$ cat src/rtl/uart_receiver.sv
// UART receive stage: 1 start, {parity, data[6:0]} MSB-first, 1 stop, odd parity.
// Oversamples a double-synchronised rx on rx_en ticks; words leave through a valid/ack handshake.
module uart_receiver #(
   parameter int OVS   = 16,
   parameter int CNT_W = 4
) (
   input  logic       clk,
   input  logic       resetN,
   input  logic       rx,
   input  logic       rx_en,
   output logic [6:0] data_out,
   output logic       data_valid,
   input  logic       data_ack,
   output logic       parity_err,
   output logic       frame_err,
   output logic       overrun,
   output logic       busy
);

   typedef enum logic [1:0] {
      IDLE  = 2'd0,
      START = 2'd1,
      DATA  = 2'd2,
      STOP  = 2'd3
   } state_t;

   localparam logic [CNT_W-1:0] HALF_LAST = CNT_W'(OVS / 2 - 1);
   localparam logic [CNT_W-1:0] BIT_LAST  = CNT_W'(OVS - 1);

   state_t           state_q;
   state_t           state_d;
   logic             rx_meta_q;
   logic             rx_s_q;
   logic [CNT_W-1:0] tick_cnt_q;
   logic [CNT_W-1:0] tick_cnt_d;
   logic [2:0]       bit_cnt_q;
   logic [2:0]       bit_cnt_d;
   logic [7:0]       shreg_q;
   logic [7:0]       shreg_d;

   logic [6:0]       data_out_q;
   logic [6:0]       data_out_d;
   logic             data_valid_q;
   logic             data_valid_d;
   logic             parity_err_q;
   logic             parity_err_d;
   logic             frame_err_q;
   logic             frame_err_d;
   logic             overrun_q;
   logic             overrun_d;

   logic             bit_done;
   logic             commit;

   // Two-flop synchroniser; the line idles high so reset to 1.
   always_ff @(posedge clk) begin
      if (!resetN) begin
         rx_meta_q <= 1'b1;
         rx_s_q    <= 1'b1;
      end else begin
         rx_meta_q <= rx;
         rx_s_q    <= rx_meta_q;
      end
   end

   // State and sampling datapath registers.
   always_ff @(posedge clk) begin
      if (!resetN) begin
         state_q    <= IDLE;
         tick_cnt_q <= '0;
         bit_cnt_q  <= '0;
         shreg_q    <= '0;
      end else begin
         state_q    <= state_d;
         tick_cnt_q <= tick_cnt_d;
         bit_cnt_q  <= bit_cnt_d;
         shreg_q    <= shreg_d;
      end
   end

   always_comb begin
      state_d    = state_q;
      tick_cnt_d = tick_cnt_q;
      bit_cnt_d  = bit_cnt_q;
      shreg_d    = shreg_q;
      if (rx_en) begin
         case (state_q)
            IDLE: begin
               if (!rx_s_q) begin
                  state_d    = START;
                  tick_cnt_d = '0;
               end
            end
            START: begin
               if (tick_cnt_q == HALF_LAST) begin
                  tick_cnt_d = '0;
                  bit_cnt_d  = '0;
                  // A line already back high at mid start bit is a glitch.
                  state_d    = rx_s_q ? IDLE : DATA;
               end else begin
                  tick_cnt_d = tick_cnt_q + CNT_W'(1);
               end
            end
            DATA: begin
               if (tick_cnt_q == BIT_LAST) begin
                  tick_cnt_d = '0;
                  shreg_d    = {shreg_q[6:0], rx_s_q};
                  bit_cnt_d  = bit_cnt_q + 3'd1;
                  if (bit_cnt_q == 3'd7) begin
                     state_d = STOP;
                  end
               end else begin
                  tick_cnt_d = tick_cnt_q + CNT_W'(1);
               end
            end
            STOP: begin
               if (tick_cnt_q == BIT_LAST) begin
                  tick_cnt_d = '0;
                  state_d    = IDLE;
               end else begin
                  tick_cnt_d = tick_cnt_q + CNT_W'(1);
               end
            end
            default: begin
               state_d = IDLE;
            end
         endcase
      end
   end

   always_comb begin
      busy     = (state_q != IDLE);
      bit_done = rx_en && (tick_cnt_q == BIT_LAST);
      commit   = bit_done && (state_q == STOP);
   end

   // Handshake: a commit always wins over an ack on the same edge.
   always_comb begin
      data_out_d   = data_out_q;
      data_valid_d = data_valid_q;
      parity_err_d = parity_err_q;
      frame_err_d  = frame_err_q;
      overrun_d    = overrun_q;
      if (commit) begin
         data_out_d   = shreg_q[6:0];
         parity_err_d = ~^shreg_q;
         frame_err_d  = ~rx_s_q;
         data_valid_d = 1'b1;
         if (data_valid_q && !data_ack) begin
            overrun_d = 1'b1;
         end
      end else if (data_valid_q && data_ack) begin
         data_valid_d = 1'b0;
         parity_err_d = 1'b0;
         frame_err_d  = 1'b0;
      end
   end

   always_ff @(posedge clk) begin
      if (!resetN) begin
         data_out_q   <= '0;
         data_valid_q <= 1'b0;
         parity_err_q <= 1'b0;
         frame_err_q  <= 1'b0;
         overrun_q    <= 1'b0;
      end else begin
         data_out_q   <= data_out_d;
         data_valid_q <= data_valid_d;
         parity_err_q <= parity_err_d;
         frame_err_q  <= frame_err_d;
         overrun_q    <= overrun_d;
      end
   end

   assign data_out   = data_out_q;
   assign data_valid = data_valid_q;
   assign parity_err = parity_err_q;
   assign frame_err  = frame_err_q;
   assign overrun    = overrun_q;

endmodule

$ cat config.mk
export PLATFORM = sky130hd
export DESIGN_NAME = uart_receiver
export DESIGN_NICKNAME = d
export VERILOG_FILES = /design/src/rtl/uart_receiver.sv
export SDC_FILE = /design/constraint.sdc
export NUM_CORES = 1
export LEC_CHECK = 0
export ABC_AREA = 1
export CORE_MARGIN = 4
export CORE_UTILIZATION = 30
export DETAILED_ROUTE_END_ITERATION = 8
export PLACE_DENSITY_LB_ADDON = 0.08
export SETUP_SLACK_MARGIN = 0.2
export SLEW_MARGIN = 20
export SYNTH_ARGS = -nofsm -noshare
export SYNTH_HDL_FRONTEND = slang
export SYNTH_SLANG_ARGS = --single-unit
$ cat constraint.sdc
create_clock -name clk -period 1.47 [get_ports clk]
set_clock_uncertainty 0.15 [all_clocks]
set_input_delay 0.441 -clock clk [delete_from_list [all_inputs] [get_ports clk]]
set_output_delay 0.441 -clock clk [all_outputs]
set_load 0.05 [all_outputs]
---- Word level (Yosys, flattened, before mapping) ----
Cells that the tools add are included.
word-level totals
  bits in registers ....................... 30
cells by class
  $add $sub $neg .......................... 2
  equal/unequal tests ..................... 11
  mux-type cells .......................... 18
  bitwise gates (word level) .............. 1
  reduce and logical (&&, ||, !) cells .... 16
operators by type and width
  operator             number
  $mux 2               6
  $mux 4               3
  $pmux 4 s3           1
  $ne 2x2->1 const B   5
  $pmux 2 s4           1
  $reduce_xnor 8->1    1
  $mux 3               2
  $pmux 3 s2           1
  $reduce_and 6->1     1
  $reduce_bool 2->1    3
  $add 4x1->4 const B  1
  $eq 2x2->1 const B   2
  $eq 4x3->1 const B   1
  $eq 4x4->1 const B   1
  $logic_and 1x1->1    4
  $mux 1               4
  $reduce_and 2->1     2
  $reduce_and 4->1     1
  $add 3x1->3 const B  1
  $eq 3x3->1 const B   1
  $reduce_and 3->1     1
  $eq 2x1->1 const B   1
  $logic_not 2->1      1
  $reduce_or 2->1      1
  other kinds (2)      2

---- Logic depth before layout (Yosys ltp) ----
  depth in word-level cells ............... 4
  gate-level depth with buffers ........... 8

---- Worst setup path before layout ----
No wires, ideal clock.
  kind .................................... flip-flop to flip-flop
  start point ............................. register tick_cnt_q[0]
  end point ............................... register bit_cnt_q[1]
  library setup time ...................... 117 ps
  data arrival time ....................... 1223 ps
  data required time ...................... 1203 ps
  path slack .............................. -20 ps
  cell stages (with the launch flop) ...... 9
  buffers on the path ..................... 0
  clock period less this slack ............ 1490 ps
  cell sequence ........................... dfxtp_1 -> ha_1 -> nand3_2 -> nor3_4 -> inv_2 -> nand2_2 -> inv_2 -> a21oi_1 -> nor2_1
on the way
  word-level cells in the longest chain between the ends .. 3
  elaborated cells between the ends (all ways) .. 5
  those cells by class .................... eq/ne: 4; reduce/logical: 1
RTL lines
  what                                             line     source
  start: declaration                               34       logic [CNT_W-1:0] tick_cnt_q;
  start signal: assignment                         75       tick_cnt_q <= tick_cnt_d;
  $eq 4x4->1 / $eq 4x3->1 (equally long branches)  105, 95
  $ne 2x2->1 (no source line)                      n/a
  $reduce_and 4->1 (no source line) *              n/a
  end signal: assignment                           76       bit_cnt_q <= bit_cnt_d;
  end: declaration                                 36       logic [2:0] bit_cnt_q;
Mark *: on every way between the ends. The rest lies on a longest branch, timed or not.
A chain may end at the register's enable or synchronous reset.

---- Worst setup path after layout ----
  start point ............................. register state_q[0]
  end point ............................... output port busy
on the way
  word-level cells in the longest chain between the ends .. 1
RTL lines
  what                      line  source
  start: declaration        30    state_t state_q;
  start signal: assignment  74    state_q <= state_d;
  $reduce_bool 2->1         132   busy = (state_q != IDLE);
  end: declaration          17    output logic busy
No other way between the ends.

==> impl_metrics.tcl <==
set metrics [dict create \
    clk_latency_ps 280 \
    root_buffer "clkbuf_8" \
    power_density_nw_per_um2 734 \
    cap_violations 0 \
    synthTopCellsByArea "dfxtp_1, nand2_1, a21oi_1, o21ai_0, inv_1" \
    num_rows 24 \
    slew_headroom_pct 84.2 \
    pin_count 17 \
    fin_ws_ps -87.3 \
    io_buffers 16 \
    gp_congestion 0.786 \
    grt_max_degree 21 \
    rsz0062_at_grt "yes" \
    cts_htree_levels 2 \
    ys_ff_latch 30 \
    synthArstFlopShare_pct 0 \
    finalCritPeriodShare_pct 106 \
    synth.avg_cell_area_um2 7.24 \
    die-area_um2 5740 \
    synth.most_common_cell "nand2_1" \
    area.growth.synth_to_final_pct 57.7 \
    cts-hold-fix-buffers 0 \
    drive_gt1_share_pct 46.3 \
    routed_wl_mm 3.41 \
    postLayoutCellArea_um2 2170 \
    layout.nets 236 \
    cp.required_ps 880 \
    fp.dieH_um 75.7 \
    cts_buffer_depth 2 \
    dp.cells 266 \
    grt_pass1_vias 1426 \
    synthCells 190 \
    design.core.area_um2 4380 \
    detail-route-antenna-nets 0 \
    hold_ws_ps 265 \
    hold_viol 0 \
    path_clk_slew_ps 60 \
    cp-start-kind "flip-flop" \
    fmax_mhz 642 \
    synth_area_um2 1380 \
    yosysTopAreaCellShare_pct 43.6 \
    hpwlAfterDp_mm 2.35 \
    crit_type "flip-flop to output port" \
    peakVddDrop_v 0.000516 \
    status "complete, but fails checks" \
    drc_errors 0 \
    cts_buffers 5 \
    tightest_slew_ps 237 \
    synth_commonest_cells "nand2_1, dfxtp_1, a21oi_1" \
    yosysTopAreaCell "dfxtp_1" \
    drtIter0Drc 19 \
    diodes 0 \
    ys_types 27 \
    postPlaceCellArea_um2 1860 \
    start_util_pct 31.4 \
    leakage_nw 0.878 \
    violations "setup timing" \
    ys.flop_type "dfxtp_1" \
    drv_slew 0 \
    arrival_ps 970 \
    hold_class "flip-flop to flip-flop" \
    period_needed_ps 1560 \
    dr.pass1.iters 4 \
    crit_path_max_fanout 3 \
    setup_violations 7 \
    n_fill_cell 419 \
    grt_pass1_wl_mm 5.98 \
    r2r_slack_ps -20 \
    overflow 0 \
    cts_tree "done" \
    yosys_warnings 0 \
    instances_no_fill 281 \
    viasPerCell 4.70 \
    synth_edf_count 0 \
    route.vias.total 1322 \
    grt_use_total_pct 13.9 \
    antenna_found_initial 0 \
    critPathCaptureType "output port" \
    wl_per_cell_um 12.1 \
    die_w_um 75.7 \
    ys_seq_area_share_pct 43.6 \
    clock-sinks 30 \
    syn_nets 198 \
]
[critical path, cell delays in order (launching register included)]
cell     delay (ps)
dfxtp_4         350
nor2_4          130
inv_2            70
buf_12          140
[logic make-up after synthesis]
group                      synth area share [%]
AOI/OAI and AO/OA                          17.9
xor gates and xnor gates                   1.27
adders and majority gates                  2.73
buffers and inverters                      8.27
DFF                                        43.6
and+or+nand+nor                            26.2
[cell usage in the layout (no fill, tap or decap), types with 3 or more instances in the layout]
master | netlist | final
dfxtp_2 | 0 | 11
nor2_1 | 18 | 13
nand2_1 | 47 | 46
dfxtp_1 | 30 | 15
buf_12 | 0 | 14
a21oi_2 | 3 | 13
inv_1 | 20 | 16
o21ai_2 | 1 | 13
nand3_2 | 1 | 3
buf_6 | 1 | 3
inv_2 | 2 | 5
nand3_1 | 6 | 3
nor2_2 | 0 | 4
a21oi_1 | 22 | 11
o21ai_0 | 16 | 4
dfxtp_4 | 0 | 4
buf_4 | 1 | 13
clkbuf_8 | 0 | 6
[state kept, by name (all words and copies together), names as in the netlist, named ones only]
register and cells:
overrun 1, data_out 7, bit_cnt_q 3, tick_cnt_q 4, rx_meta_q 1, frame_err 1, data_valid 1, shreg_q 8
parity_err 1, rx_s_q 1, state_q 1
[through the flow]
stage | power, mW | util, % | setup TNS [ps] | setup slack, ps
finish | 1.59 | 49.5 | -150 | -87.3
global placement | 0.922 | 42.5 | -10380 | -458
floorplan | 0.876 | - | 0 | 36.1
detailed placement | 0.923 | 42.5 | -10590 | -484
global route | 1.66 | 49.5 | -1180 | -137
CTS | 1.61 | 47.9 | -129 | -96.6
[metal layers]
layer	part of all wire, %	global-route usage [%]
met1	45	14.9
met2	51	24.0
met3	3.0	5.94
met4	1.8	5.44
met5	0	0
[power by group]
| group | switching, mW | internal [mW] | leakage [nW] |
|---|---|---|---|
| clock network | 0.303 | 0.377 | 0.0482 |
| logic | 0.0559 | 0.0435 | 0.579 |
| registers | 0.00363 | 0.811 | 0.251 |
| total | 0.362 | 1.23 | 0.878 |
[path summary, 6_finish.rpt]
kind                            cells past startpoint    endpoint  startpoint
worst max-delay path                                3        busy  state_q[0]
worst min-delay path                                1      rx_s_q   rx_meta_q
worst max register to register                      8  shreg_q[6]  state_q[0]
worst min register to register                      1      rx_s_q   rx_meta_q
[repair_timing]
action | in CTS | in global routing
gates resized for setup | 48 | 24
setup endpoints to repair | 42 | 40
pin swaps | 6 | 7
gates cloned | 1 | 0
setup buffers | 4 | 2
[layout make-up]
class,count,area (um2),area share (%)
sequential,30,629,29.0
clock buffer,7,86.3,3.98
inverter,23,90.1,4.15
clock inverter,1,5.00,0.231
timing repair buffer,35,465,21.4
multi-input combinational,133,830,38.2
tap,52,65.1,3.00
Power figures use the tool's default switching activity.
